`config.mk`:
```
export PLATFORM = sky130hd
export DESIGN_NAME = uart_rx_fifo
export DESIGN_NICKNAME = d
export VERILOG_FILES = /design/src/rtl/uart_rx_fifo.sv
export SDC_FILE = /design/constraint.sdc
export NUM_CORES = 1
export LEC_CHECK = 0
export BUFFER_PORTS_ARGS = -buffer_cell sky130_fd_sc_hd__buf_4
export CAP_MARGIN = 20
export CORE_AREA = 2 2 106 149
export CTS_CLUSTER_DIAMETER = 30
export CTS_CLUSTER_SIZE = 40
export DETAILED_ROUTE_END_ITERATION = 10
export DIE_AREA = 0 0 108 151
export GPL_ROUTABILITY_DRIVEN = 0
export SLEW_MARGIN = 10
export SYNTH_ARGS = -nofsm -noshare
export SYNTH_HDL_FRONTEND = slang
export SYNTH_SLANG_ARGS = --single-unit
```
`constraint.sdc`:
```
create_clock -name clk -period 5.8 [get_ports clk]
set_input_delay 0.29 -clock clk [delete_from_list [all_inputs] [get_ports clk]]
set_output_delay 0.29 -clock clk [all_outputs]
set_load 0.02 [all_outputs]
```
`src/rtl/uart_rx_fifo.sv`:
```
// Receive-side byte FIFO behind uart_rx: captures a byte on each rising edge of
// the receiver strobe and hands bytes to the consumer over valid/ready.
module uart_rx_fifo #(
   parameter int unsigned DEPTH = 16
) (
   input  logic                     clk,
   input  logic                     rst_n,
   input  logic [7:0]               in,
   input  logic                     in_stb,
   output logic [7:0]               out,
   output logic                     out_valid,
   input  logic                     out_ready,
   output logic [$clog2(DEPTH):0]   count,
   output logic                     full,
   output logic                     overflow,
   input  logic                     overflow_clr
);

   localparam int unsigned AW = $clog2(DEPTH);
   localparam logic [AW:0] DEPTH_C = (AW+1)'(DEPTH);

   logic [7:0]    mem [DEPTH];
   logic [AW-1:0] wptr;
   logic [AW-1:0] rptr;
   logic [AW:0]   cnt;
   logic          stb_q;
   logic          ovf;

   logic push;
   logic pop;
   logic is_full;
   logic accept;

   always_comb begin
      push    = in_stb & ~stb_q;
      pop     = (cnt != '0) & out_ready;
      is_full = (cnt == DEPTH_C);
      // a pop in the same edge frees the slot, so a push while full still lands
      accept  = push & (~is_full | pop);
   end

   always_ff @(posedge clk or negedge rst_n) begin
      if (!rst_n) begin
         wptr  <= '0;
         rptr  <= '0;
         cnt   <= '0;
         stb_q <= 1'b1;
         ovf   <= 1'b0;
      end else begin
         stb_q <= in_stb;
         if (accept) wptr <= wptr + 1'b1;
         if (pop)    rptr <= rptr + 1'b1;
         case ({accept, pop})
            2'b10:   cnt <= cnt + 1'b1;
            2'b01:   cnt <= cnt - 1'b1;
            default: cnt <= cnt;
         endcase
         if (push & ~accept)    ovf <= 1'b1;
         else if (overflow_clr) ovf <= 1'b0;
      end
   end

   always_ff @(posedge clk) begin
      if (accept) mem[wptr] <= in;
   end

   always_comb begin
      out       = (cnt != '0) ? mem[rptr] : 8'h00;
      out_valid = (cnt != '0);
      full      = is_full;
      count     = cnt;
      overflow  = ovf;
   end

endmodule

```
# Yosys cells after proc, flatten, opt, wreduce, memory -nomap -nowiden
# Memories as Yosys holds them, arrays and structs flattened.
# Cells that the tools add are included.
dict set report totals {
  register_bits 15
  ram_bits 128
  mem_count 1
}
dict set report classes {
  add_sub_neg 4
  n_eq_ne 3
  mux 6
  n_bitwise 8
  n_reduce_logical 3
}
# name depth width read_ports rd_ports_with_merged_regs write_ports line
set mem_list {}
lappend mem_list {mem 16 8 1 0 1 22} ;# logic [7:0] mem [DEPTH];
# operator n
set op_table {}
lappend op_table {{5-bit case mux with 2 select lines} 1}
lappend op_table {{4-bit by 1-bit adder with 4-bit output, second input constant} 2}
lappend op_table {{8-bit 2-to-1 mux} 1}
lappend op_table {{5-bit by 1-bit adder with 5-bit output, second input constant} 1}
lappend op_table {{5-bit equality test, second input constant} 1}
lappend op_table {{5-bit nonzero test} 1}
lappend op_table {{5-bit by 1-bit subtractor with 5-bit output, second input constant} 1}
lappend op_table {{1-bit AND} 4}
lappend op_table {{1-bit 2-to-1 mux} 4}
lappend op_table {{2-bit nonzero test} 2}
lappend op_table {{1-bit NOT} 3}
lappend op_table {{2-bit by 1-bit equality test with 1-bit output, second input constant} 1}
lappend op_table {{2-bit equality test, second input constant} 1}
lappend op_table {{1-bit bitwise OR} 1}

# Longest topological paths before layout
# Gate-level depths: netlist (run 1).
dict set report logic_depth {
  ltp_word 7
  ltp_mapped 8
}

# Worst setup path after synthesis (run 1)
# Ideal clock, no wire load.
dict set report synth_path {
  path_kind {register to register}
  start {register cnt[1], in the netlist count[1]}
  end {register cnt[4], in the netlist count[4]}
  setup_ns 0.087
  t_arrival_ns 2.486
  path_slack_ns 3.227
  path_stages_with_launch 9
  path_buffers 0
  cell_sequence {dfrtp_1 -> or4_4 -> o211ai_4 -> inv_1 -> ha_1 -> or2_2 -> o21a_1 -> o31a_1 -> o211ai_1}
}
dict set report synth_between {
  elab_chain_cells 6
}
# element line
set synth_rtl {}
lappend synth_rtl {{start: declaration} 25} ;# logic [AW:0] cnt;
lappend synth_rtl {{start signal: assignment} 54} ;# 2'b10: cnt <= cnt + 1'b1;
lappend synth_rtl {{start signal: assignment} 55} ;# 2'b01: cnt <= cnt - 1'b1;
lappend synth_rtl {{start signal: assignment} 56} ;# default: cnt <= cnt;
lappend synth_rtl {{5-bit nonzero test or 5-bit equality test (tied branches)} {36, 37}}
lappend synth_rtl {{1-bit AND or 1-bit NOT (tied branches)} {36, 39}}
lappend synth_rtl {{1-bit bitwise OR} 39} ;# accept = push & (~is_full | pop);
lappend synth_rtl {{1-bit AND} 39}
lappend synth_rtl {{2-bit by 1-bit equality test with 1-bit output or 2-bit equality test (tied branches)} 53} ;# case ({accept, pop})
lappend synth_rtl {{5-bit case mux with 2 select lines or 2-bit nonzero test (tied branches)} n/a}
# Several ways; a longest one is shown, not always the timed one.
# A chain may end at the register's enable or synchronous reset.

# Final worst setup path (run 1)
dict set report layout_path {
  start {register rptr[1]}
  end {output out[0]}
}
dict set report layout_between {
  elab_chain_cells 2
}
# element line
set layout_rtl {}
lappend layout_rtl {{start: declaration} 24} ;# logic [AW-1:0] rptr;
lappend layout_rtl {{start signal: assignment} 52} ;# if (pop) rptr <= rptr + 1'b1;
lappend layout_rtl {{memory 16 x 8 bit} n/a}
lappend layout_rtl {{8-bit 2-to-1 mux} 68} ;# out = (cnt != '0) ? mem[rptr] : 8'h00;
lappend layout_rtl {{end: declaration} 10} ;# output logic [7:0] out,
# Every way passes these cells.

==> results of run 1 <==
==> layer usage <==
layer / vias up / wire length [µm] / GRT usage [%]
li1: 1313 / - / -
met1: 1513 / 4901 / 20.02
met2: 80 / 6371 / 28.18
met3: 15 / 492 / 4.045
met4: 0 / 152 / 5.321
met5: - / 0 / 0
==> power breakdown <==
part           leakage [µW]  switching [µW]  internal, µW
clock network      0.000261             450           563
logic              0.000746             497           508
registers           0.00133             155          1220
total               0.00234            1100          2290
==> state kept, by name, indices dropped and copies added, names as in the netlist <==
| signal | flops |
|---|---|
| count | 5 |
| wptr | 4 |
| rptr | 4 |
| mem | 128 |
| overflow | 1 |
| stb_q | 1 |
==> tightest hold or removal path, delay by kind of cell <==
kind	cells	cell delay, ns
buf+inv	2	0.14
compound gates	1	0.11
==> kinds of logic after synthesis <==
kind of cell | after synthesis | share of synthesized area (%)
buffers and inverters | 23 | 1.758
AO/OA/AOI/OAI | 30 | 3.644
AND/OR/NAND/NOR | 42 | 3.941
multiplexers | 52 | 15.83
flip-flops | 143 | 71.46
XOR/XNOR | 9 | 1.335
adder cells (fa/ha/maj) | 9 | 2.034
==> final timing paths <==
kind,start,depth (start not counted),to,slack [ns]
worst min register to register,rptr[3],1,rptr[3],0.48
min in group asynchronous,rst_n,2,count[3],0.27
worst min-delay path,overflow_clr,3,overflow,0.17
worst max register to register,count[1],8,count[4],3.16
worst max-delay path,rptr[1],5,out[0],2.64
max in group asynchronous,rst_n,2,stb_q,5.28
==> placed cells by master (no fill, tap or decap), types with 2 or more instances in the layout <==
cell           instances
inv_6                  6
mux4_2                32
o211ai_1               2
edfxtp_1             128
nand2b_1               2
and2_1                 7
a21oi_1                9
or2_2                  2
buf_4                 30
nand2_1                3
inv_8                  3
and3_1                 6
o21ai_0               10
ha_1                   8
inv_1                  7
mux2i_1                9
mux2_1                 2
xnor2_1                8
nor2b_1                2
clkbuf_16             17
nor2_1                 7
nand3_1                8
dfrtp_1               13
dlygate4sd3_1          2
mux2_2                 9
clkinvlp_4             4
==> metrics by stage <==
stage                     utilization (%)  worst slack (ns)  power [µW]
after detailed placement            42.19             3.010        2425
after global routing                46.04             2.440        3576
final                               46.04             2.642        3391
after global placement              42.19             2.986        2403
after floorplan                         -             3.227        2096
after CTS                           46.04             2.569        3443
==> repair_timing <==
item,4_1_cts,5_1_grt
setup buffers,0,0
hold endpoints to repair,16,0
hold buffers,2,0
==> final cells by class <==
type | count | area (µm²)
Timing Repair Buffer | 32 | 245.2
Clock buffer | 18 | 429.2
Sequential cell | 143 | 4222
Clock inverter | 14 | 125.1
Multi-Input combinational cell | 142 | 1582
Fill cell | 1266 | 8051
Tap cell | 192 | 240.2
Inverter | 7 | 26.28
==> flow_summary.yaml, run 1 <==
grt:
  antenna_found_initial: 0
  grt_pass1_vias: 3255
  grt.overflow.total: 0
  grt_use_total_pct: 16.30
  grt_pass1_wl_um: 18910
  grt_max_degree: 36
place:
  numPortBuffers: 28
  placed_area_mm2: 0.006295
  hpwl_um: 7510
  placedCellCount: 514
job:
  drv_cap: 0
layout:
  final_cells: 548
  diodes: 0
  drive_above_1_share_pct: 30.90
  nNetsFinal: 365
  stdcell_area_mm2: 0.006869
  syn2layout_area_growth_pct: 16.31
worst_setup_path:
  path_delay_family: "flip-flops"
  startpoint_type: "register"
  worst-path-buf-inv: 1
  cp_max_fo: 35
  max_stage_delay_ns: 1.03
  critPathArrivalTime_ns: 2.87
  crit_type: "reg2out"
  cpMaxStageDelayCell: "dfrtp_2"
  critPathCaptureType: "primary output"
  crit_path_cell_trace: "mux4_2 -> mux2_2 -> o21ai_0 -> a21oi_1 -> buf_4"
  crit_required_ns: 5.51
detailed_routing:
  wl_per_cell_um: 21.75
  drc: 0
  detail-route-antenna-nets: 0
  first_pass_iters: 6
  via_per_inst: 5.330
  via_count: 2921
  first_iter_violations: 283
  wirelength_um: 11920
clock_tree:
  cts-root-buf: "clkbuf_16"
  cts_sinks: 143
  clk_latency_ns: 0.42
  path_clk_slew_ns: 0.06
  numCtsBuffers: 17
  cts_tree: "yes"
  clock_tree.buffer_depth: 2
  cts_htree_levels: 4
  ctsResizeCount: 0
floorplanning:
  chipWidth_um: 108
  core_area_mm2: 0.01492
  start_util_pct: 39.58
  io-pin-count: 29
  die_area_mm2: 0.01631
  die_h_um: 151
  rows: 53
timing:
  slew-limit-headroom_pct: 32.08
  fmax_ghz: 0.3167
  rsz0062_at_grt: "no"
  fin_hold_ws_ns: 0.1737
  final.setup.tns_ns: 0
  timing.final.crit_share_pct: 54.44
  setup_viol: 0
  drv_slew: 0
  timing.final.crit_period_ns: 3.158
  worst_clock_skew_ns: 0.007487
  worst_pin_slew_ns: 1.015
  hold_violations: 0
status:
  outcome: "finished, final reports clean"
yosys:
  synth_top_cell_area_share_pct: 65.08
  synth_flop_cell: "edfxtp_1"
  ys_seq_area_share_pct: 71.46
  yosysUniqueCellTypes: 40
  synth_edf_count: 128
  synth_most_common_cell: "edfxtp_1"
  syn-num-nets: 330
  synth_area_per_cell_um2: 19.17
  yosys.area.top_type: "edfxtp_1"
  yosys_warnings: 0
  synth_area_mm2: 0.005906
  synthArstFlopShare_pct: 10.49
  synth_area_leaders: "edfxtp_1 65%, mux4_2 12%, dfrtp_1 5.9%"
  ys_top_cells_by_count: "128 x edfxtp_1, 32 x mux4_2, 14 x dfrtp_1, 10 x o21ai_0"
  syn_inst: 308
  ys_seq_elements: 143
power:
  peakVddDrop_uv: 282.8
  powerDensity_mw_per_mm2: 493.7
  p_leak_uw: 0.002337
hold_path:
  holdCritPathClass: "in2reg"
No activity file was read; power rests on OpenSTA's default activity.
==> run 2: changes to the inputs <==
ABC_AREA = 1   (was not set)
CORE_AREA = 2 2 108 152   (was 2 2 106 149)
DIE_AREA = 0 0 110 154   (was 0 0 108 151)
clock period = 3.2 ns   (was 5.8 ns; I/O delays follow)
==> flow_summary.yaml, run 2 <==
detailed_routing:
  first_iter_violations: 336
  drc: 0
  via_count: 3961
  first_pass_iters: 5
  detail-route-antenna-nets: 0
  wirelength_um: 13430
  wl_per_cell_um: 17.20
  via_per_inst: 5.072
worst_setup_path:
  critPathArrivalTime_ns: 2.31
  crit_required_ns: 3.04
  crit_type: "reg2out"
  startpoint_type: "register"
  cp_max_fo: 66
  critPathCaptureType: "primary output"
floorplanning:
  die_h_um: 154
  rows: 54
  die_area_mm2: 0.01694
  start_util_pct: 39.53
  chipWidth_um: 110
  io-pin-count: 29
  core_area_mm2: 0.01547
layout:
  layout_common_cells: "186 x nand2_1, 128 x edfxtp_1, 103 x nand3_1"
  regArea_mm2: 0.004222
  fillers: 1399
  diodes: 0
  nNetsFinal: 594
  stdcell_area_mm2: 0.007062
  layout_commonest_cell: "nand2_1"
  drive_above_1_share_pct: 14.53
  multi_input_area_mm2: 0.001639
  largest_register: "mem"
  syn2layout_area_growth_pct: 15.47
  largest_reg_flops: 128
clock_tree:
  cts_htree_levels: 4
  cts-root-buf: "clkbuf_16"
  postCtsSetupBuffers: 0
  path_clk_slew_ns: 0.06
  clock_tree.buffer_depth: 2
  clk_latency_ns: 0.41
  postCtsHoldBufs: 3
  cts_tree: "yes"
  ctsResizeCount: 0
  numCtsBuffers: 17
  cts_sinks: 143
yosys:
  synth_flop_cell: "edfxtp_1"
  synthArstFlopShare_pct: 10.49
  yosys_warnings: 0
  syn-num-nets: 563
  synth_most_common_cell: "nand2_1"
  ys_seq_area_share_pct: 69.01
  synth_edf_count: 128
  synth_area_per_cell_um2: 11.30
  yosysUniqueCellTypes: 28
  synth_area_mm2: 0.006116
  ys_top_cells_by_count: "186 x nand2_1, 128 x edfxtp_1, 103 x nand3_1, 19 x nor2_1, 14 x dfrtp_1"
  synth_area_leaders: "edfxtp_1 63%, nand2_1 11%, nand3_1 8.4%"
  yosys.area.top_type: "edfxtp_1"
  ys_seq_elements: 143
  syn_inst: 541
  synth_top_cell_area_share_pct: 62.85
power:
  p_leak_uw: 0.002720
  finalPower_uw: 6590
  peakVddDrop_uv: 596.9
  powerDensity_mw_per_mm2: 933.2
hold_path:
  holdCritPathClass: "in2reg"
grt:
  grt_pass1_vias: 3916
  grt_pass1_wl_um: 21650
  grt_max_degree: 67
  antenna_found_initial: 0
  grt.overflow.total: 0
  grt_use_total_pct: 17.22
timing:
  worst_clock_skew_ns: 0.007993
  worst_pin_slew_ns: 0.9373
  final.setup.tns_ns: 0
  slew-limit-headroom_pct: 37.28
  fmax_ghz: 0.4046
  timing.final.crit_period_ns: 2.472
  setup_viol: 0
  drv_slew: 0
  hold_violations: 0
  rsz0062_at_grt: "no"
  timing.final.crit_share_pct: 77.24
status:
  outcome: "finished, final reports clean"
place:
  placed_area_mm2: 0.006444
  numPortBuffers: 28
  hpwl_um: 8491
job:
  drv_cap: 0
==> run 2: per-layer routing <==
| metal | up-vias | wire length, µm | track usage (%) |
|---|---|---|---|
| met2 | 127 | 6823 | 28.48 |
| met3 | 23 | 710 | 3.349 |
| met1 | 1887 | 5592 | 22.09 |
| li1 | 1924 | - | - |
| met5 | - | 0 | 0 |
| met4 | 0 | 308 | 6.570 |
==> run 2: critical path, stage by stage, from the launching register on <==
cell and delay (ns):
dfrtp_2 0.36, buf_4 0.56, nand2_1 0.12, nand3_1 0.12, nand3_1 0.10, nand2_1 0.11
nand2_1 0.06, a21oi_1 0.25, buf_4 0.20
==> run 2: final cells by class <==
cell class,instances,area share (%)
tap,196,3.473
clock buffer,17,6.024
sequential,143,59.78
clock inverter,15,2.303
multi-input combinational,351,23.21
timing repair buffer,37,4.040
inverter,22,1.169
==> run 2: where the power goes <==
group	leakage [µW]	switching, µW	internal (µW)
clock	0.000282	776	1160
combinational	0.00111	1540	756
sequential	0.00133	161	2200
total	0.00272	2480	4110
==> run 2: cells by family after synthesis <==
group / Yosys count / synth area share [%]
AOI/OAI and AO/OA: 15 / 1.289
xor gates and xnor gates: 8 / 1.146
adders and majority gates: 9 / 1.964
buffers and inverters: 47 / 4.194
DFF: 143 / 69.01
and+or+nand+nor: 319 / 22.40
==> run 2: stage by stage <==
stage,cells,hold slack (ns),utilization (%),setup slack [ns]
global route,781,0.07578,45.64,0.5336
detailed placement,746,0.04001,41.65,1.069
finish,781,0.07261,45.64,0.7284
global placement,746,0.03383,41.65,1.108
CTS,781,0.06444,45.64,0.6934
floorplan,541,-0.1356,-,1.132
==> run 2: path summary, 6_finish.rpt <==
check,to,slack (ns),depth (start not counted),startpoint
max in group asynchronous,stb_q,2.80,2,rst_n
worst max-delay path,out[0],0.73,8,rptr[0]
worst min register to register,overflow,0.54,2,overflow
worst min-delay path,mem[5][5],0.07,1,in[5]
worst max register to register,count[4],1.05,13,count[1]
min in group asynchronous,count[0],0.14,2,rst_n
==> run 3: changes to the inputs <==
clock period = 2.1 ns   (was 3.2 ns; I/O delays follow)
==> flow_summary.yaml, run 3 (synthesis gave the netlist of run 2 again) <==
worst_setup_path:
  max_stage_delay_ns: 0.47
  critPathArrivalTime_ns: 1.96
  worst-path-buf-inv: 3
  crit_type: "reg2out"
  startpoint_type: "register"
  critPathCaptureType: "primary output"
  cpMostUsedCell: "nand2_1"
  cpMaxStageDelayCell: "dfrtp_2"
  cp_max_fo: 16
  crit_required_ns: 2.00
  path_delay_family: "simple AND/OR/NAND/NOR gates"
  crit_path_cell_trace: "clkinv_4 -> buf_12 -> nand2_1 -> nand3_1 -> nand3_1 -> nand2_1 -> nand2_1 -> a21oi_1 -> buf_4"
timing:
  hold_violations: 0
  worst_clock_skew_ns: 0.007890
  rsz0062_at_grt: "yes"
  fin_hold_ws_ns: 0.05170
  timing.final.crit_share_pct: 98.24
  final.setup.tns_ns: 0
  fmax_ghz: 0.4847
  setup_viol: 0
  setup_ws_ns: 0.03699
  worst_pin_slew_ns: 0.7460
  slew-limit-headroom_pct: 50.09
  timing.final.crit_period_ns: 2.063
  drv_slew: 0
detailed_routing:
  drc: 0
  via_per_inst: 5.158
  first_pass_iters: 5
  wl_per_cell_um: 17.84
  wirelength_um: 14200
  via_count: 4106
  detail-route-antenna-nets: 0
  first_iter_violations: 278
power:
  pwr-share-clk_pct: 29.0
  p_leak_uw: 0.002863
  switching_share_pct: 36.57
  internal_power_uw: 6865
  p_switching_uw: 3957
  peakVddDrop_uv: 874.8
  power_frac_seq_pct: 33.3
  powerDensity_mw_per_mm2: 1468
  p_comb_share_pct: 37.7
clock_tree:
  cts_sinks: 143
  cts-root-buf: "clkbuf_16"
  path_clk_slew_ns: 0.06
  clk_latency_ns: 0.41
  cts_htree_levels: 4
  cts_tree: "yes"
  numCtsBuffers: 17
  clock_tree.buffer_depth: 2
status:
  outcome: "finished, final reports clean"
job:
  drv_cap: 0
floorplanning:
  die_h_um: 154
  die_area_mm2: 0.01694
  rows: 54
  core_area_mm2: 0.01547
  io-pin-count: 29
  start_util_pct: 39.53
  chipWidth_um: 110
grt:
  grt_pass1_wl_um: 21760
  grt_max_degree: 44
  grt_use_total_pct: 17.27
  grt_pass1_vias: 4075
  antenna_found_initial: 0
  grt.overflow.total: 0
layout:
  fillers: 1357
  fin_util_pct: 47.65
  largest_reg_flops: 128
  syn2layout_area_growth_pct: 20.56
  drive_above_1_share_pct: 18.33
  nNetsFinal: 609
  layout_commonest_cell: "nand2_1"
  layout_common_cells: "183 x nand2_1, 128 x edfxtp_1, 101 x nand3_1"
  largest_register: "mem"
  diodes: 0
place:
  place_worst_setup_slack_ns: 0.1010
  hpwl_um: 9040
  numPortBuffers: 28
hold_path:
  holdCritPathClass: "in2reg"
==> run 3: per-layer routing <==
layer  wire length [µm]  global-route usage (%)  vias to the layer above
met4                314                   5.967                        0
li1                   -                       -                     1950
met2               7365                   29.16                      128
met3                695                   3.603                       22
met1               5828                   21.70                     2006
met5                  0                       0                        -
==> run 3: repair_timing <==
item / 4_1_cts / 5_1_grt
endpoints found under the setup margin: 8 / 17
buffers inserted: 0 / 1
gates resized for setup: 3 / 24
pin swaps: 0 / 3
cloned: 0 / 3
hold buffers: 3 / 0
hold endpoints to repair: 17 / 0
==> run 3: per-stage QoR <==
stage          cell area (µm²)  cells  power, µW
3_5_place_dp              6551    757       7327
4_1_cts                   7211    792      10480
3_3_place_gp              6551    757       7270
6_report                  7373    796      10820
2_1_floorplan             6116    541       6165
5_1_grt                   7373    796      11460
==> run 3: path summary, 6_finish.rpt <==
path | start | to | cells after the start | slack [ns]
setup reg to reg | count[2] | mem[2][7] | 6 | 0.11
max in group asynchronous | rst_n | stb_q | 2 | 1.74
min in group asynchronous | rst_n | count[0] | 2 | 0.10
hold reg to reg | overflow | overflow | 2 | 0.52
setup / recovery | rptr[0] | out[2] | 9 | 0.04
hold / removal | in[1] | mem[10][1] | 1 | 0.05
==> run 3: area by class of cell <==
type	instances	area [µm²]	area share [%]
Multi-Input combinational cell	351	1692	22.94
Timing Repair Buffer	52	504.2	6.839
Tap cell	196	245.2	3.326
Sequential cell	143	4224	57.29
Clock inverter	14	188.9	2.562
Clock buffer	18	429.2	5.820
Inverter	22	90.09	1.222
==> run 3: power by group through the flow <==
| stage | Combinational [µW] | Sequential (µW) | Clock, µW |
|---|---|---|---|
| 2_1_floorplan | 2570 | 3590 | 0 |
| 3_3_place_gp | 3670 | 3600 | 0 |
| 3_5_place_dp | 3710 | 3620 | 0 |
| 4_1_cts | 3750 | 3560 | 3170 |
| 5_1_grt | 4510 | 3640 | 3300 |
| 6_report | 4080 | 3610 | 3130 |
